**config.mk**
```make
export PLATFORM = sky130hd
export DESIGN_NAME = wb_result_stage
export DESIGN_NICKNAME = d
export VERILOG_FILES = /design/src/rtl/wb_result_stage.sv
export SDC_FILE = /design/constraint.sdc
export NUM_CORES = 1
export LEC_CHECK = 0
export ABC_AREA = 1
export CAP_MARGIN = 30
export CORE_MARGIN = 10
export CORE_UTILIZATION = 41
export DETAILED_ROUTE_END_ITERATION = 7
export PLACE_DENSITY = 0.76
export SLEW_MARGIN = 20
export SYNTH_ARGS = -nofsm -noshare
export SYNTH_HDL_FRONTEND = slang
export SYNTH_SLANG_ARGS = --single-unit
```
**constraint.sdc**
```tcl
create_clock -name clk -period 7.23 [get_ports clk]
set_input_delay 2.169 -clock clk [delete_from_list [all_inputs] [get_ports clk]]
set_output_delay 2.169 -clock clk [all_outputs]
set_load 0.005 [all_outputs]
```
**src/rtl/wb_result_stage.sv**
```systemverilog
`default_nettype none
// ============================================================================
// Module   : wb_result_stage
// Brief    : Writeback result stage. It selects the result source, holds the
//            entry until the register file / commit accepts it, and counts
//            retired entries. Define WB_SKID_BUF_EN to add a skid entry so
//            that in_ready is a flop output.
// Revision : 1.0 - initial release
// ============================================================================
module wb_result_stage #(
    parameter int CNT_W    = 32,
    parameter int WB_SEL_W = 2
) (
    input  logic                clk,
    input  logic                rst,
    input  logic                in_valid,
    output logic                in_ready,
    input  logic [31:0]         alu_res,
    input  logic [31:0]         mem_rdata,
    input  logic [31:0]         pc,
    input  logic [31:0]         imm,
    input  logic [WB_SEL_W-1:0] wb_sel,
    input  logic [4:0]          rd,
    input  logic                reg_wen,
    output logic                out_valid,
    input  logic                out_ready,
    output logic [4:0]          rf_waddr,
    output logic [31:0]         rf_wdata,
    output logic                rf_wen,
    output logic [CNT_W-1:0]    retire_cnt
);

    localparam logic [WB_SEL_W-1:0] c_SEL_MEM = WB_SEL_W'(1);
    localparam logic [WB_SEL_W-1:0] c_SEL_PC4 = WB_SEL_W'(2);
    localparam logic [WB_SEL_W-1:0] c_SEL_IMM = WB_SEL_W'(3);
    localparam logic [31:0]         c_PC_INC  = 32'd4;
    localparam logic [CNT_W-1:0]    c_CNT_ONE = CNT_W'(1);

    logic [31:0]      w_sel_data;
    logic             w_in_fire;
    logic             w_out_fire;

    logic             r_main_valid_q;
    logic [4:0]       r_main_rd_q;
    logic             r_main_wen_q;
    logic [31:0]      r_main_data_q;
    logic             w_main_valid_d;
    logic [4:0]       w_main_rd_d;
    logic             w_main_wen_d;
    logic [31:0]      w_main_data_d;

    logic [CNT_W-1:0] r_retire_cnt_q;
    logic [CNT_W-1:0] w_retire_cnt_d;

    always_comb begin
        w_sel_data = alu_res;
        case (wb_sel)
            c_SEL_MEM: w_sel_data = mem_rdata;
            c_SEL_PC4: w_sel_data = pc + c_PC_INC;
            c_SEL_IMM: w_sel_data = imm;
            default:   w_sel_data = alu_res;
        endcase
    end

    assign w_in_fire  = in_valid & in_ready;
    assign w_out_fire = r_main_valid_q & out_ready;

`ifdef WB_SKID_BUF_EN
    logic             r_skid_valid_q;
    logic [4:0]       r_skid_rd_q;
    logic             r_skid_wen_q;
    logic [31:0]      r_skid_data_q;
    logic             w_skid_valid_d;
    logic [4:0]       w_skid_rd_d;
    logic             w_skid_wen_d;
    logic [31:0]      w_skid_data_d;
    logic             r_in_ready_q;
    logic             w_in_ready_d;

    // in_ready is low whenever the skid entry is occupied, so an input fire
    // never coincides with a skid-to-main transfer.
    always_comb begin
        w_main_valid_d = r_main_valid_q;
        w_main_rd_d    = r_main_rd_q;
        w_main_wen_d   = r_main_wen_q;
        w_main_data_d  = r_main_data_q;
        w_skid_valid_d = r_skid_valid_q;
        w_skid_rd_d    = r_skid_rd_q;
        w_skid_wen_d   = r_skid_wen_q;
        w_skid_data_d  = r_skid_data_q;
        if (w_out_fire && r_skid_valid_q) begin
            w_main_valid_d = 1'b1;
            w_main_rd_d    = r_skid_rd_q;
            w_main_wen_d   = r_skid_wen_q;
            w_main_data_d  = r_skid_data_q;
            w_skid_valid_d = 1'b0;
        end else if (w_in_fire) begin
            if (!r_main_valid_q || w_out_fire) begin
                w_main_valid_d = 1'b1;
                w_main_rd_d    = rd;
                w_main_wen_d   = reg_wen;
                w_main_data_d  = w_sel_data;
            end else begin
                w_skid_valid_d = 1'b1;
                w_skid_rd_d    = rd;
                w_skid_wen_d   = reg_wen;
                w_skid_data_d  = w_sel_data;
            end
        end else if (w_out_fire) begin
            w_main_valid_d = 1'b0;
        end
        w_in_ready_d = ~w_skid_valid_d;
    end

    always_ff @(posedge clk or posedge rst) begin
        if (rst) begin
            r_skid_valid_q <= 1'b0;
            r_skid_rd_q    <= 5'd0;
            r_skid_wen_q   <= 1'b0;
            r_skid_data_q  <= 32'd0;
            r_in_ready_q   <= 1'b1;
        end else begin
            r_skid_valid_q <= w_skid_valid_d;
            r_skid_rd_q    <= w_skid_rd_d;
            r_skid_wen_q   <= w_skid_wen_d;
            r_skid_data_q  <= w_skid_data_d;
            r_in_ready_q   <= w_in_ready_d;
        end
    end

    assign in_ready = r_in_ready_q;
`else
    always_comb begin
        w_main_valid_d = r_main_valid_q;
        w_main_rd_d    = r_main_rd_q;
        w_main_wen_d   = r_main_wen_q;
        w_main_data_d  = r_main_data_q;
        if (w_in_fire) begin
            w_main_valid_d = 1'b1;
            w_main_rd_d    = rd;
            w_main_wen_d   = reg_wen;
            w_main_data_d  = w_sel_data;
        end else if (w_out_fire) begin
            w_main_valid_d = 1'b0;
        end
    end

    assign in_ready = ~r_main_valid_q | out_ready;
`endif

    always_comb begin
        w_retire_cnt_d = r_retire_cnt_q;
        if (w_out_fire) begin
            w_retire_cnt_d = r_retire_cnt_q + c_CNT_ONE;
        end
    end

    always_ff @(posedge clk or posedge rst) begin
        if (rst) begin
            r_main_valid_q <= 1'b0;
            r_main_rd_q    <= 5'd0;
            r_main_wen_q   <= 1'b0;
            r_main_data_q  <= 32'd0;
            r_retire_cnt_q <= '0;
        end else begin
            r_main_valid_q <= w_main_valid_d;
            r_main_rd_q    <= w_main_rd_d;
            r_main_wen_q   <= w_main_wen_d;
            r_main_data_q  <= w_main_data_d;
            r_retire_cnt_q <= w_retire_cnt_d;
        end
    end

    // x0 is hard-wired zero, so writes to it are suppressed at the strobe.
    assign out_valid  = r_main_valid_q;
    assign rf_waddr   = r_main_rd_q;
    assign rf_wdata   = r_main_data_q;
    assign rf_wen     = w_out_fire & r_main_wen_q & (r_main_rd_q != 5'd0);
    assign retire_cnt = r_retire_cnt_q;

endmodule
`default_nettype wire

```
==> results of run 1 <==
metrics by stage:
| step | instances | instance area (um^2) | hold slack [ps] | power (uW) |
|---|---|---|---|---|
| after detailed placement | 1128 | 7300 | 464 | 898 |
| after floorplan | 766 | 5070 | 450 | 655 |
| after global routing | 1146 | 7620 | 501 | 1400 |
| final | 1146 | 7620 | 473 | 1330 |
| after CTS | 1144 | 7590 | 478 | 1340 |
| after global placement | 1128 | 7300 | 461 | 895 |
power by group through the flow:
stage / Clock, uW / Sequential [uW] / Combinational (uW)
global placement: 0 / 499 / 396
detailed placement: 0 / 500 / 398
finish: 437 / 495 / 398
CTS: 448 / 494 / 400
global route: 464 / 503 / 436
floorplan: 0 / 499 / 156
final cells by class:
type                       instances  area, um^2
fill                            1130        4440
clock buffer                      13         250
antenna                            1        2.50
sequential                        71        1780
inverter                          71         267
timing repair buffer             215        2160
tap                              168         210
clock inverter                     3        42.5
multi-input combinational        604        2910
worst paths after layout:
kind                       slack [ps]           end          from
setup / recovery                 1230        rf_wen     out_ready
hold / removal                    470  rf_wdata[21]  rf_wdata[21]
setup reg to reg                 5280   rf_wdata[9]     out_valid
hold reg to reg                   470  rf_wdata[21]  rf_wdata[21]
max in group asynchronous        4520   rf_waddr[3]           rst
min in group asynchronous        2160  rf_wdata[26]           rst
state kept, by name, summed over array words and instances (netlist names):
name	flops
retire_cnt	32
rf_waddr	5
r_main_wen_q	1
rf_wdata	32
out_valid	1
cell families (layout without fill, tap and decap cells):
family	count (synthesis)	in the layout	share of synthesized area, %
simple gates	521	521	44.2
flops	71	71	35.0
xor+xnor	22	22	3.80
fa+ha+maj	2	2	0.493
compound gates	59	59	8.85
buf+inv	91	302	7.62
other cells	0	1	0
routing by layer:
metal / GRT usage, % / vias to the layer above / share of wire, %
met5: 0 / - / 0
met4: 6.12 / 0 / 1.9
met3: 7.05 / 21 / 9.6
met2: 34.1 / 215 / 47
met1: 24.3 / 2523 / 41
li1: - / 2846 / -
cell usage after synthesis (all sizes together):
cell | n | area share (%)
a21oi | 14 | 1.4
a221oi | 20 | 4.6
a41oi | 2 | 0.35
buf | 14 | 1.9
clkbuf | 6 | 0.44
dfrtp | 71 | 35
ha | 2 | 0.49
inv | 71 | 5.3
nand2 | 308 | 23
nand3 | 48 | 4.8
nand3b | 2 | 0.30
nand4 | 13 | 1.9
nor2 | 133 | 11
nor3 | 13 | 2.3
o211ai | 2 | 0.30
o21ai | 15 | 1.5
o21bai | 2 | 0.30
o22ai | 4 | 0.49
or2 | 4 | 0.49
xnor2 | 6 | 1.0
xor2 | 16 | 2.8
critical path, stage by stage:
cell and delay, ps:
clkdlybuf4s50_1 490, nand2_2 140, inv_1 320, nand3_1 140
inv_1 70, clkdlybuf4s50_1 500
==> flow_summary.toml, run 1 <==
[cells_and_area]
fin_util_pct = 63.2
final_common_cell = "nand2_1"
final_cell_mix = "300 x nand2_1, 211 x clkdlybuf4s50_1, 119 x nor2_1, 71 x dfrtp_1, 65 x inv_1"
drive_gt1_share_pct = 6.65
layout.nets = 1114
syn_to_final_growth_pct = 50.2

[worst_hold_path]
min_path_cells = 2
hp-class = "flop to flop"

[route]
ant_nets = 0
wirelength_um = 18300
viasPerCell = 4.89
drc = 0
dr.pass1.iters = 5
wl_per_cell_um = 16.0
vias = 5605
drt_iter0_drc = 339

[die]
die_w_um = 131
die_h_um = 131
start_util_pct = 42.1
core_area_um2 = 12100
rows = 40
io-pin-count = 212
die-area_um2 = 17200

[pwr]
netSwitchingPower_uw = 385
pwr-share-clk_pct = 32.9
power.share.combinational_pct = 29.9
powerDensity_nw_per_um2 = 174
seq_power_share_pct = 37.2
swShare_pct = 28.9
peakVddDrop_uv = 142
intPower_uw = 945
leakagePower_uw = 0.00348

[sta]
tightestPinTransition_ps = 642
drv_slew = 0
layout_setup_ws_ps = 1230
skew_ps = 7.80
rsz0062_at_grt = "false"
clock.fmax_mhz = 167
min_period_ps = 6000
fin_crit_sh_pct = 83.0
setup_tns_ps = 0
setup_violations = 0
relSlewSlack_pct = 57.1
hold_viol_final = 0

[global_routing]
grt_pass1_vias = 5524
track_usage_pct = 20.5
grt_pass1_wl_um = 28900
grt_overflow = 0
grt_max_degree = 72
grt_antenna_before_repair = 1

[yosys]
synth_area_um2 = 5070
yosysWarnings = 0
synth_seq_area_share_pct = 35.0
syn-mean-instance-area_um2 = 6.63
synth.distinct_cells = 34
synth_seq_cells = 71
synth_cells = 766
synth_fp_nets = 908

[clock_network]
ctsHoldBuffers = 0
htreeDepth = 3
post-cts-setup-buffer-count = 0
cts_buffer_depth = 2
clockRootBuffer = "clkbuf_16"
clkTransAtPathRegs_ps = 50
clk_latency_ps = 330
clock_sinks = 71
numCtsBuffers = 9
ctsResizeCount = 0
cts_tree = "yes"

[setup_path]
worstSetupStartpointType = "primary input"
r2r_cells = 6
cp-end-kind = "output port"
crit_path_max_fanout = 11
crit_required_ps = 5060
critPathKind = "primary input to output port"
worstPathArrival_ps = 3840

[place]
pre_cts_slack_ps = 1230
dpl.hpwl_um = 14900
portBuffers = 211
place_congestion = 0.984

[outcome]
status = "complete, no violations"

[job]
cap_violations = 0
Note: power is estimated with default switching activity, not from simulation.
==> run 2, diff against run 1 <==
CORE_UTILIZATION = 40   (was 41)
PLACE_DENSITY = 0.78   (was 0.76)
clock period = 5.51 ns   (was 7.23 ns; I/O delays follow)
==> flow_summary.toml, run 2 (synthesis results as in run 1) <==
[die]
die_w_um = 133
start_util_pct = 40.5
die_h_um = 133
core_area_um2 = 12500
rows = 41
die-area_um2 = 17600
io-pin-count = 212

[place]
dpl.hpwl_um = 15300
place_congestion = 0.943
place_area_um2 = 7330
portBuffers = 211

[worst_hold_path]
min_path_cells = 2
hp-class = "flop to flop"

[global_routing]
grt_pass1_vias = 5812
grt_max_degree = 37
grt_pass1_wl_um = 29700
grt_overflow = 0
grt_antenna_before_repair = 0
track_usage_pct = 20.7

[cells_and_area]
drive_gt1_share_pct = 6.96
diodes = 0
stdcell_area_um2 = 7680
layout.nets = 1114
final_common_cell = "nand2_1"
fill_cells = 1188
syn_to_final_growth_pct = 51.4
final_cell_mix = "300 x nand2_1, 211 x clkdlybuf4s50_1, 119 x nor2_1, 71 x dfrtp_1, 65 x inv_1"

[sta]
drv_slew = 0
setup_violations = 0
tightestPinTransition_ps = 751
relSlewSlack_pct = 49.8
rsz0062_at_grt = "false"
setup_tns_ps = 0
clock.fmax_mhz = 213
skew_ps = 8.48
hold_viol_final = 0
fin_crit_sh_pct = 85.1
min_period_ps = 4690

[setup_path]
worstPathArrival_ps = 3040
worstSetupStartpointType = "primary input"
critPathKind = "primary input to output port"
crit_required_ps = 3860
crit_path_max_fanout = 9
r2r_cells = 5
cp-end-kind = "output port"

[pwr]
pwr-share-clk_pct = 37.1
intPower_uw = 1340
netSwitchingPower_uw = 520
peakVddDrop_uv = 147
powerDensity_nw_per_um2 = 243
leakagePower_uw = 0.00351
power.share.combinational_pct = 28.1
swShare_pct = 27.9
seq_power_share_pct = 34.8

[clock_network]
htreeDepth = 3
clk_latency_ps = 340
numCtsBuffers = 9
ctsResizeCount = 0
clkTransAtPathRegs_ps = 50
clock_sinks = 71
cts_tree = "yes"
ctsHoldBuffers = 0
clockRootBuffer = "clkbuf_16"
cts_buffer_depth = 2
post-cts-setup-buffer-count = 0

[route]
viasPerCell = 4.97
dr.pass1.iters = 5
drc = 0
drt_iter0_drc = 373
ant_nets = 0
wl_per_cell_um = 16.2
vias = 5709
wirelength_um = 18600

[job]
cap_violations = 0

[outcome]
status = "complete, no violations"
-- run 2: final timing paths --
| kind | startpoint | endpoint | slack [ps] |
|---|---|---|---|
| worst max-delay path | out_ready | rf_wen | 820 |
| worst min-delay path | rf_wdata[17] | rf_wdata[17] | 480 |
| worst max register to register | out_valid | rf_wdata[9] | 3700 |
| worst min register to register | rf_wdata[17] | rf_wdata[17] | 480 |
| max in group asynchronous | rst | rf_wdata[21] | 2890 |
| min in group asynchronous | rst | rf_wdata[30] | 1700 |
-- run 2: power groups by stage --
| stage | combinational [uW] | sequential, uW | clock, uW |
|---|---|---|---|
| detailed placement | 527 | 656 | 0 |
| floorplan | 205 | 654 | 0 |
| finish | 524 | 649 | 692 |
| CTS | 529 | 649 | 699 |
| global route | 575 | 659 | 718 |
| global placement | 520 | 654 | 0 |
-- run 2: metrics by stage --
stage	hold slack [ps]	total power [uW]	setup WS, ps	utilization (%)	cells
6_report	477	1860	819	61.4	1149
5_1_grt	501	1950	714	61.4	1149
4_1_cts	483	1880	800	61.4	1149
3_5_place_dp	464	1180	816	58.5	1133
2_1_floorplan	450	859	1650	-	766
3_3_place_gp	463	1170	826	58.4	1132
-- run 2: metal layers --
metal  part of all wire, %  GRT usage [%]
met4                   2.0           6.54
met2                    49           35.2
met1                    41           24.1
met5                     0              0
met3                   8.4           6.70
-- run 2: area by class of cell --
| type | count | area, um^2 | share of cell area (%) |
|---|---|---|---|
| timing repair buffer | 215 | 2150 | 28.0 |
| inverter | 71 | 267 | 3.47 |
| clock buffer | 11 | 253 | 3.29 |
| tap | 172 | 215 | 2.80 |
| sequential | 71 | 1780 | 23.1 |
| clock inverter | 5 | 104 | 1.35 |
| multi-input combinational | 604 | 2910 | 37.9 |
-- run 2: worst max-delay path, cell delays in order --
cell and delay, ps:
clkdlybuf4s50_1 490, nand2_2 150, inv_1 110, nand3_1 80, inv_1 50, clkdlybuf4s50_1 490
